--- config.mk ---
export PLATFORM = sky130hd
export DESIGN_NAME = if_id_skid
export DESIGN_NICKNAME = d
export VERILOG_FILES = /design/src/rtl/if_id_skid.sv
export SDC_FILE = /design/constraint.sdc
export NUM_CORES = 1
export LEC_CHECK = 0
export CORE_MARGIN = 4
export CORE_UTILIZATION = 45
export CTS_BUF_LIST = sky130_fd_sc_hd__clkbuf_4
export CTS_CLUSTER_DIAMETER = 40
export DETAILED_ROUTE_END_ITERATION = 16
export GPL_TIMING_DRIVEN = 0
export HOLD_SLACK_MARGIN = 0.02
export PLACE_DENSITY = 0.8
export SLEW_MARGIN = 5
export SYNTH_ARGS = -nofsm -noshare
export SYNTH_HDL_FRONTEND = slang
export SYNTH_SLANG_ARGS = --single-unit
--- constraint.sdc ---
create_clock -name clk -period 1.6 [get_ports clk]
set_input_delay 0.32 -clock clk [delete_from_list [all_inputs] [get_ports clk]]
set_output_delay 0.32 -clock clk [all_outputs]
set_load 0.005 [all_outputs]
--- src/rtl/if_id_skid.sv ---
// if_id_skid -- IF/ID pipeline stage with valid/ready handshake, optional
// 2-entry skid buffer and a synchronous flush that injects a NOP bubble.
//
// Ports:
//   clk, rst_n       clock (rising edge), asynchronous active-low reset
//   inst_i           fetched instruction
//   inst_addr_i      address of inst_i
//   valid_i          fetch beat valid
//   ready_o          stage can accept a beat this cycle
//   flush_i          synchronous flush; drops all held beats and the one
//                    being accepted, emits NOP/0 with valid_o=0
//   inst_o           instruction to decode (oldest held beat, NOP when empty)
//   inst_addr_o      address to decode (0 when empty)
//   valid_o          inst_o/inst_addr_o hold a valid beat
//   ready_i          decode accepts the beat this cycle
//   count_o          occupancy, 0..2
module if_id_skid #(
    parameter int unsigned      INST_W   = 32,
    parameter int unsigned      ADDR_W   = 32,
    parameter logic [INST_W-1:0] NOP_INST = 32'h0000_0013,
    parameter bit               SKID_EN  = 1'b1
) (
    input  logic              clk,
    input  logic              rst_n,
    input  logic [INST_W-1:0] inst_i,
    input  logic [ADDR_W-1:0] inst_addr_i,
    input  logic              valid_i,
    output logic              ready_o,
    input  logic              flush_i,
    output logic [INST_W-1:0] inst_o,
    output logic [ADDR_W-1:0] inst_addr_o,
    output logic              valid_o,
    input  logic              ready_i,
    output logic [1:0]        count_o
);

    // State encoding doubles as the occupancy count.
    typedef enum logic [1:0] {
        EMPTY = 2'd0,
        ONE   = 2'd1,
        FULL  = 2'd2
    } state_t;

    state_t            state;
    logic [INST_W-1:0] skid_inst;
    logic [ADDR_W-1:0] skid_addr;
    logic              accept;
    logic              consume;

    assign valid_o = (state != EMPTY);
    assign count_o = state;

    // With the skid buffer, ready_o comes from registered state only so no
    // combinational path runs from ready_i back to fetch.
    always_comb begin
        if (SKID_EN) begin
            ready_o = (state != FULL);
        end else begin
            ready_o = ~valid_o | ready_i;
        end
    end

    assign accept  = valid_i & ready_o;
    assign consume = valid_o & ready_i;

    always_ff @(posedge clk or negedge rst_n) begin
        if (!rst_n) begin
            state       <= EMPTY;
            inst_o      <= NOP_INST;
            inst_addr_o <= '0;
            skid_inst   <= '0;
            skid_addr   <= '0;
        end else if (flush_i) begin
            // A beat consumed this cycle was already sampled by decode; the
            // beat being accepted and any skid contents are discarded.
            state       <= EMPTY;
            inst_o      <= NOP_INST;
            inst_addr_o <= '0;
        end else begin
            unique case (state)
                EMPTY: begin
                    if (accept) begin
                        state       <= ONE;
                        inst_o      <= inst_i;
                        inst_addr_o <= inst_addr_i;
                    end
                end
                ONE: begin
                    if (accept && consume) begin
                        inst_o      <= inst_i;
                        inst_addr_o <= inst_addr_i;
                    end else if (accept) begin
                        // Only reachable with the skid buffer enabled.
                        if (SKID_EN) begin
                            state     <= FULL;
                            skid_inst <= inst_i;
                            skid_addr <= inst_addr_i;
                        end
                    end else if (consume) begin
                        state       <= EMPTY;
                        inst_o      <= NOP_INST;
                        inst_addr_o <= '0;
                    end
                end
                FULL: begin
                    if (consume) begin
                        state       <= ONE;
                        inst_o      <= skid_inst;
                        inst_addr_o <= skid_addr;
                    end
                end
                default: begin
                    state       <= EMPTY;
                    inst_o      <= NOP_INST;
                    inst_addr_o <= '0;
                end
            endcase
        end
    end

endmodule

==> results of run 1 <==
## cell type report
cell class / instances / area share [%]
Buffer: 41 / 5.295
Timing Repair Buffer: 236 / 25.37
Clock buffer: 21 / 1.681
Sequential cell: 130 / 34.72
Inverter: 6 / 0.2401
Multi-Input combinational cell: 214 / 29.72
Tap cell: 168 / 2.241
Clock inverter: 10 / 0.7336
## Yosys cell counts (3+ instances only)
| master | number | area [um^2] |
|---|---|---|
| sky130_fd_sc_hd__a22oi_1 | 3 | 22.52 |
| sky130_fd_sc_hd__a32oi_1 | 64 | 560.5 |
| sky130_fd_sc_hd__buf_2 | 6 | 30.03 |
| sky130_fd_sc_hd__buf_4 | 6 | 45.04 |
| sky130_fd_sc_hd__buf_6 | 7 | 78.83 |
| sky130_fd_sc_hd__clkbuf_1 | 24 | 90.09 |
| sky130_fd_sc_hd__dfrtp_1 | 127 | 3178 |
| sky130_fd_sc_hd__dfstp_2 | 3 | 78.83 |
| sky130_fd_sc_hd__inv_1 | 6 | 22.52 |
| sky130_fd_sc_hd__mux2_2 | 64 | 720.7 |
| sky130_fd_sc_hd__o2bb2ai_1 | 48 | 420.4 |
| sky130_fd_sc_hd__o2bb2ai_2 | 13 | 195.2 |
## per-stage QoR
stage               area [um^2]  utilization, %
floorplan                  5798               -
global placement           7350           60.68
detailed placement         7378           60.92
CTS                        8805           72.70
global route               9380           77.45
finish                     9380           77.45
## layout by cell type (no fill, tap or decap), types with 6 or more instances in the layout
| master | n |
|---|---|
| sky130_fd_sc_hd__dfrtp_1 | 127 |
| sky130_fd_sc_hd__buf_4 | 73 |
| sky130_fd_sc_hd__clkdlybuf4s50_1 | 65 |
| sky130_fd_sc_hd__a32oi_1 | 54 |
| sky130_fd_sc_hd__o2bb2ai_2 | 54 |
| sky130_fd_sc_hd__mux2_4 | 53 |
| sky130_fd_sc_hd__dlygate4sd2_1 | 52 |
| sky130_fd_sc_hd__clkbuf_4 | 27 |
| sky130_fd_sc_hd__buf_6 | 20 |
| sky130_fd_sc_hd__buf_12 | 17 |
| sky130_fd_sc_hd__mux2_2 | 12 |
| sky130_fd_sc_hd__a32oi_2 | 10 |
| sky130_fd_sc_hd__buf_8 | 9 |
| sky130_fd_sc_hd__clkdlybuf4s15_1 | 9 |
| sky130_fd_sc_hd__clkbuf_16 | 7 |
| sky130_fd_sc_hd__o2bb2ai_4 | 7 |
| sky130_fd_sc_hd__buf_2 | 6 |
| sky130_fd_sc_hd__clkbuf_2 | 6 |
## where the power goes
| group | total, mW | internal, mW | switching (mW) |
|---|---|---|---|
| logic | 2.45 | 1.52 | 0.926 |
| clock network | 1.96 | 0.794 | 1.16 |
| registers | 4.28 | 3.89 | 0.397 |
| total | 8.69 | 6.20 | 2.48 |
## worst max-delay path, cell delays in order (launching register included)
cell and delay [ns]:
sky130_fd_sc_hd__dfrtp_1 0.40, sky130_fd_sc_hd__buf_6 0.13, sky130_fd_sc_hd__buf_6 0.11, sky130_fd_sc_hd__nand2b_4 0.15
sky130_fd_sc_hd__nor3b_4 0.27, sky130_fd_sc_hd__buf_8 0.22, sky130_fd_sc_hd__buf_12 0.16, sky130_fd_sc_hd__mux2_2 0.34
## routing by layer
metal  up-vias  wire length [um]  GRT usage (%)
met1      2505              7968          32.23
met3        33              1021          6.173
met4         0               309          7.301
li1       2083                 -              -
met5         -                 0              0
met2       183              9428          41.14
## flip-flops by register name, indices dropped and copies added, names as in the netlist
name	count
skid_addr	32
skid_inst	32
count_o	2
inst_addr_o	32
inst_o	32
## timing repair
action | 4_1_cts | 5_1_grt
buffers inserted | 68 | 21
gates cloned | 8 | 5
endpoints found under the setup margin | 193 | 151
hold buffers | 1 | 0
pin swaps | 2 | 3
resized for setup | 230 | 87
endpoints found under the hold margin | 42 | 0
## kinds of logic after synthesis
kind of cell | share of synthesized area [%]
AOI/OAI and AO/OA | 22.81
buffers and inverters | 4.812
DFF | 57.99
muxes | 13.10
and+or+nand+nor | 1.292
## worst max-delay path by stage
stage | from | to | slack [ns] | cells after the start
after floorplan | count_o[0] | inst_addr_o[14] | -0.08 | 5
after global placement | rst_n | inst_addr_o[24] | -4.69 | 1
after detailed placement | valid_i | inst_o[21] | -0.87 | 5
after CTS | count_o[0] | valid_o | -0.24 | 3
after global routing | count_o[1] | skid_inst[30] | -0.34 | 7
final | count_o[1] | skid_addr[16] | -0.29 | 7
==> metrics.txt, run 1 <==
# TYPE chip_impl_metric gauge
chip_impl_info{name="rsz0062_at_grt",value="true"} 1
chip_impl_info{name="cp-end-kind",value="flop"} 1
chip_impl_metric{name="gp_congestion",unit=""} 0.7982
chip_impl_metric{name="port_buffers",unit=""} 134
chip_impl_metric{name="route.detailed.wl_per_inst",unit="um"} 22.67
chip_impl_metric{name="hold_viol_final",unit=""} 0
chip_impl_metric{name="stdcell_count",unit=""} 826
chip_impl_info{name="most_common_flop_cell_mapped_by_yosys",value="sky130_fd_sc_hd__dfrtp_1"} 1
chip_impl_metric{name="rows",unit=""} 40
chip_impl_metric{name="grt_total_usage",unit="%"} 24.75
chip_impl_metric{name="core_region_area",unit="um^2"} 12110
chip_impl_info{name="failed_checks",value="negative setup slack"} 1
chip_impl_metric{name="final_nets",unit=""} 715
chip_impl_metric{name="totalPowerFinal",unit="mW"} 8.686
chip_impl_metric{name="floorplan.initialDensity",unit="%"} 46.37
chip_impl_metric{name="die-area",unit="um^2"} 14330
chip_impl_metric{name="drt-total-wl",unit="mm"} 18.73
chip_impl_metric{name="whs",unit="ns"} 0.08839
chip_impl_metric{name="die_width",unit="um"} 119.7
chip_impl_metric{name="max_slew_violations",unit=""} 0
chip_impl_metric{name="synth_area_per_cell",unit="um^2"} 14.26
chip_impl_info{name="status",value="complete, but fails checks"} 1
chip_impl_metric{name="clock_latency_on_the_worst_skew_pair",unit="ns"} 0.54
chip_impl_metric{name="reg2reg_depth",unit=""} 7
chip_impl_metric{name="hold_depth",unit=""} 2
chip_impl_metric{name="pre_cts_ws",unit="ns"} -0.8652
chip_impl_metric{name="fin_ws",unit="ns"} -0.2884
chip_impl_metric{name="synth_sequential_area_ratio",unit="%"} 57.99
chip_impl_metric{name="grt_overflow",unit=""} 0
chip_impl_info{name="clock_root_cell",value="sky130_fd_sc_hd__clkbuf_4"} 1
chip_impl_metric{name="number_of_sinks_handled_by_clock_tree_synthesis",unit=""} 130
chip_impl_metric{name="areaGrowthSynthToFinish",unit="%"} 67.01
chip_impl_metric{name="seq_area",unit="um^2"} 3257
chip_impl_info{name="hold_start",value="ready_i"} 1
chip_impl_info{name="cts_tree",value="done"} 1
chip_impl_metric{name="grt_start_max_net_pins",unit=""} 89
chip_impl_metric{name="drive_gt1_share",unit="%"} 49.54
chip_impl_info{name="start_kind",value="flop"} 1
chip_impl_metric{name="grt_pass1_wl",unit="mm"} 27.65
chip_impl_metric{name="final.fill_count",unit=""} 703
chip_impl_metric{name="worst_ir_drop_vdd",unit="V"} 0.0006277
chip_impl_metric{name="fmax",unit="MHz"} 529.6
chip_impl_metric{name="place.detailed.instances",unit=""} 697
chip_impl_metric{name="route.antenna.remaining_nets",unit=""} 0
chip_impl_metric{name="number_of_vias_per_cell_after_detailed_routing",unit=""} 5.816
chip_impl_metric{name="cts_made_buffers",unit=""} 17
chip_impl_metric{name="dp_hpwl",unit="mm"} 10.23
chip_impl_metric{name="first_iter_violations",unit=""} 287
chip_impl_metric{name="worst_ep_arrival_time",unit="ns"} 2.32
chip_impl_metric{name="netlist-cell-type-count",unit=""} 31
chip_impl_metric{name="timing.reg2reg.setup_slack",unit="ns"} -0.29
chip_impl_metric{name="top_level_ports",unit=""} 137
chip_impl_metric{name="tightestPinTransition",unit="ns"} 0.5424
chip_impl_metric{name="crit_path_max_fanout",unit=""} 10
chip_impl_metric{name="count_of_flip_flops_with_a_built_in_enable_after_synthesis",unit=""} 0
chip_impl_metric{name="drc_errors",unit=""} 0
chip_impl_metric{name="number_of_register_bits_inferred_by_synthesis",unit=""} 130
chip_impl_metric{name="period_needed",unit="ns"} 1.888
chip_impl_metric{name="detailroute.via_count",unit=""} 4804
chip_impl_metric{name="synthCells",unit=""} 394
chip_impl_metric{name="antenna_diode_count",unit=""} 0
chip_impl_metric{name="cell_area_power_density",unit="nW/um^2"} 926.0
chip_impl_metric{name="clock_pin_slew_of_the_registers_on_the_worst_case_setup_and_hold_paths",unit="ns"} 0.11
chip_impl_info{name="worst_r2r_endpoint",value="skid_addr[16]"} 1
chip_impl_metric{name="synth-async-reset-ratio",unit="%"} 100.0
chip_impl_metric{name="cts.path.max_buffers",unit=""} 2
chip_impl_metric{name="synth_nets",unit=""} 463
chip_impl_metric{name="static-leakage-power",unit="nW"} 4.288
chip_impl_metric{name="timing.slew.headroom",unit="%"} 63.84
chip_impl_metric{name="multi_input_comb_area",unit="um^2"} 2788
chip_impl_metric{name="final_min_period_over_clock_period",unit="%"} 118.0
chip_impl_info{name="hp-class",value="in -> reg"} 1
chip_impl_metric{name="syn_area",unit="um^2"} 5617
chip_impl_metric{name="chipHeight",unit="um"} 119.7
chip_impl_info{name="timing_worst_setup_path_type",value="reg -> reg"} 1
chip_impl_metric{name="setup_viol",unit=""} 129
chip_impl_metric{name="number_of_global_route_vias_before_repair",unit=""} 5091
chip_impl_metric{name="data_required_time_at_the_worst_endpoint",unit="ns"} 2.03
chip_impl_metric{name="fin_skew",unit="ns"} 0.01381
chip_impl_metric{name="drv.max_cap_violation_count",unit=""} 0
chip_impl_metric{name="totalNegativeSetupSlack",unit="ns"} -23.06
chip_impl_metric{name="count_of_synthesis_stage_warnings_from_yosys",unit=""} 0
chip_impl_metric{name="drt_pre_antenna_iters",unit=""} 5
chip_impl_metric{name="antenna_violations_before_repair",unit=""} 0
chip_impl_info{name="worst_r2r_startpoint",value="count_o[1]"} 1
chip_impl_info{name="hold-path-endpoint",value="count_o[1]"} 1
chip_impl_metric{name="htreeDepth",unit=""} 4
No activity file was read; power rests on OpenSTA's default activity.
==> inputs of run 2 (changes only) <==
- MAX_ROUTING_LAYER: default -> met4
- PLACE_DENSITY: 0.8 -> 0.77
- clock period: 1.6 -> 2.1 ns (I/O delays scaled with it)
==> run 2 against run 1 <==
Net effect: the run now ends clean; global-route usage decreased by 3.2 points; via count decreased by 14%; core utilization decreased by 15 points; combinational power shrank 51%; cell area decreased by 19%; clock skew grew 0.0026 ns; die area stayed put; first-iteration DRC count is 2.8% higher; worst hold slack better by 0.082 ns; setup slack gained 0.38 ns; flip-flop and latch count did not move; critical endpoint is now inst_o[0].
==> metrics.txt, run 2 (synthesis gave the netlist of run 1 again) <==
# TYPE chip_impl_metric gauge
chip_impl_info{name="hold-path-endpoint",value="count_o[1]"} 1
chip_impl_metric{name="top_level_ports",unit=""} 137
chip_impl_metric{name="worst_ir_drop_vdd",unit="V"} 0.0004277
chip_impl_metric{name="core_region_area",unit="um^2"} 12110
chip_impl_metric{name="final.fill_count",unit=""} 991
chip_impl_metric{name="post-route-util",unit="%"} 62.59
chip_impl_info{name="rsz0062_at_grt",value="true"} 1
chip_impl_metric{name="data_required_time_at_the_worst_endpoint",unit="ns"} 1.68
chip_impl_info{name="cp_cell_sequence",value="clkdlybuf4s50_1"} 1
chip_impl_metric{name="grt_pass1_wl",unit="mm"} 23.89
chip_impl_metric{name="fmax",unit="MHz"} 496.8
chip_impl_metric{name="final_area",unit="um^2"} 7581
chip_impl_metric{name="fin_skew",unit="ns"} 0.01641
chip_impl_metric{name="tightestPinTransition",unit="ns"} 0.7165
chip_impl_metric{name="route.detailed.wl_per_inst",unit="um"} 19.93
chip_impl_metric{name="drt_pre_antenna_iters",unit=""} 6
chip_impl_metric{name="timing.reg2reg.setup_slack",unit="ns"} 0.11
chip_impl_metric{name="clock_latency_on_the_worst_skew_pair",unit="ns"} 0.53
chip_impl_metric{name="floorplan.initialDensity",unit="%"} 46.37
chip_impl_metric{name="port_buffers",unit=""} 134
chip_impl_metric{name="detailroute.via_count",unit=""} 4142
chip_impl_metric{name="whs",unit="ns"} 0.1704
chip_impl_metric{name="route.antenna.remaining_nets",unit=""} 0
chip_impl_metric{name="grt_start_max_net_pins",unit=""} 74
chip_impl_info{name="start_kind",value="flop"} 1
chip_impl_metric{name="first_iter_violations",unit=""} 295
chip_impl_metric{name="drc_errors",unit=""} 0
chip_impl_info{name="hp-class",value="in -> reg"} 1
chip_impl_info{name="worst_r2r_endpoint",value="inst_addr_o[18]"} 1
chip_impl_info{name="cp-end-kind",value="output pin"} 1
chip_impl_metric{name="cell_area_power_density",unit="nW/um^2"} 845.7
chip_impl_metric{name="areaGrowthSynthToFinish",unit="%"} 34.97
chip_impl_metric{name="period_needed",unit="ns"} 2.013
chip_impl_metric{name="clock_pin_slew_of_the_registers_on_the_worst_case_setup_and_hold_paths",unit="ns"} 0.12
chip_impl_metric{name="number_of_global_route_vias_before_repair",unit=""} 4566
chip_impl_metric{name="grt_total_usage",unit="%"} 21.55
chip_impl_metric{name="hold_depth",unit=""} 2
chip_impl_metric{name="dpl_cell_area",unit="um^2"} 7197
chip_impl_metric{name="gp_congestion",unit=""} 0.8022
chip_impl_metric{name="setup_viol",unit=""} 0
chip_impl_metric{name="chipHeight",unit="um"} 119.7
chip_impl_metric{name="place.detailed.instances",unit=""} 697
chip_impl_metric{name="final_nets",unit=""} 620
chip_impl_metric{name="hold_viol_final",unit=""} 0
chip_impl_metric{name="crit_path_max_incr_delay",unit="ns"} 0.54
chip_impl_metric{name="static-leakage-power",unit="nW"} 3.058
chip_impl_metric{name="reg2reg_depth",unit=""} 6
chip_impl_info{name="worst_r2r_startpoint",value="count_o[0]"} 1
chip_impl_metric{name="drt-total-wl",unit="mm"} 14.59
chip_impl_info{name="layout.cells.most_common_list",value="131 x sky130_fd_sc_hd__clkdlybuf4s50_1, 126 x sky130_fd_sc_hd__dfrtp_1, 64 x sky130_fd_sc_hd__a32oi_1, 64 x sky130_fd_sc_hd__mux2_2, 48 x sky130_fd_sc_hd__o2bb2ai_1"} 1
chip_impl_info{name="hold_start",value="ready_i"} 1
chip_impl_metric{name="cts_made_buffers",unit=""} 17
chip_impl_info{name="cts_tree",value="done"} 1
chip_impl_metric{name="final_min_period_over_clock_period",unit="%"} 95.84
chip_impl_metric{name="antenna_diode_count",unit=""} 0
chip_impl_info{name="clock_root_cell",value="sky130_fd_sc_hd__clkbuf_4"} 1
chip_impl_metric{name="crit_path_max_fanout",unit=""} 2
chip_impl_metric{name="antenna_violations_before_repair",unit=""} 0
chip_impl_metric{name="die-area",unit="um^2"} 14330
chip_impl_info{name="timing_worst_setup_path_type",value="reg -> out"} 1
chip_impl_metric{name="die_width",unit="um"} 119.7
chip_impl_info{name="crit_family",value="flip-flops"} 1
chip_impl_metric{name="drv.max_cap_violation_count",unit=""} 0
chip_impl_info{name="status",value="completed"} 1
chip_impl_metric{name="number_of_sinks_handled_by_clock_tree_synthesis",unit=""} 130
chip_impl_info{name="layout.cells.most_common",value="sky130_fd_sc_hd__clkdlybuf4s50_1"} 1
chip_impl_metric{name="worst_ep_arrival_time",unit="ns"} 1.59
chip_impl_metric{name="timing.slew.headroom",unit="%"} 52.08
chip_impl_metric{name="cts.path.max_buffers",unit=""} 2
chip_impl_metric{name="cp_num_buf_inv",unit=""} 1
chip_impl_metric{name="number_of_vias_per_cell_after_detailed_routing",unit=""} 5.658
chip_impl_metric{name="rows",unit=""} 40
chip_impl_metric{name="stdcell_count",unit=""} 732
chip_impl_metric{name="dp_hpwl",unit="mm"} 10.02
chip_impl_metric{name="max_slew_violations",unit=""} 0
chip_impl_metric{name="grt_overflow",unit=""} 0
chip_impl_metric{name="drive_gt1_share",unit="%"} 25.71
chip_impl_info{name="critical_path.slowest_cell",value="sky130_fd_sc_hd__dfstp_2"} 1
chip_impl_metric{name="htreeDepth",unit=""} 4
==> run 2: changes by cell type in the layout (fill, tap and decap cells not counted), sizes merged <==
cell	previous run	this run
buf	130	25
clkdlybuf4s15	9	2
clkinv	9	8
clkdlybuf4s50	65	131
bufinv	1	5
dlygate4sd2	52	0
inv	6	7
==> run 2: metrics by stage <==
stage	setup slack (ns)	total power, mW	TNS (ns)
2_1_floorplan	0.3825	3.839	0
3_3_place_gp	-4.283	4.369	-578.21
3_5_place_dp	-0.3493	4.443	-35.09
4_1_cts	0.03110	6.471	0
5_1_grt	-0.02261	6.729	-0.02261
6_report	0.08730	6.411	0
==> run 2: repair_timing <==
item                                   CTS  global route
hold buffers                             1             0
endpoints found under the hold margin   54             0
pin swaps                                0             1
buffers inserted                         3             0
setup endpoints to repair                2            49
gates cloned                             0             1
gates resized for setup                  5             8
==> run 2: layout make-up <==
| class | count | area [um^2] | share of cell area [%] |
|---|---|---|---|
| tap | 168 | 210.2 | 2.773 |
| timing repair buffer | 140 | 1408 | 18.57 |
| clock buffer | 18 | 135.1 | 1.782 |
| buffer | 42 | 244.0 | 3.218 |
| clock inverter | 14 | 211.5 | 2.789 |
| sequential | 130 | 3258 | 42.98 |
| inverter | 6 | 22.52 | 0.2971 |
| multi-input combinational | 214 | 2092 | 27.60 |
==> run 2: power by group <==
part           leakage, nW  internal [mW]  total (mW)  switching, mW
combinational         1.21          0.714        1.19          0.477
sequential            1.66           2.96        3.20          0.245
clock                0.185           1.08        2.02          0.939
total                 3.06           4.75        6.41           1.66
==> run 2: worst max-delay path by stage <==
stage | cells past startpoint | end | start
6_report | 1 | inst_o[0] | inst_o[0]
5_1_grt | 5 | inst_o[17] | count_o[0]
4_1_cts | 4 | ready_o | count_o[0]
3_5_place_dp | 6 | inst_o[25] | valid_i
3_3_place_gp | 1 | inst_addr_o[5] | rst_n
2_1_floorplan | 5 | inst_addr_o[14] | ready_i
==> run 2: routing by layer <==
layer  track usage, %  share of wire (%)
met4            7.158                1.4
met1            27.79                 44
met2            33.37                 48
met5                -                  0
met3            5.749                6.6
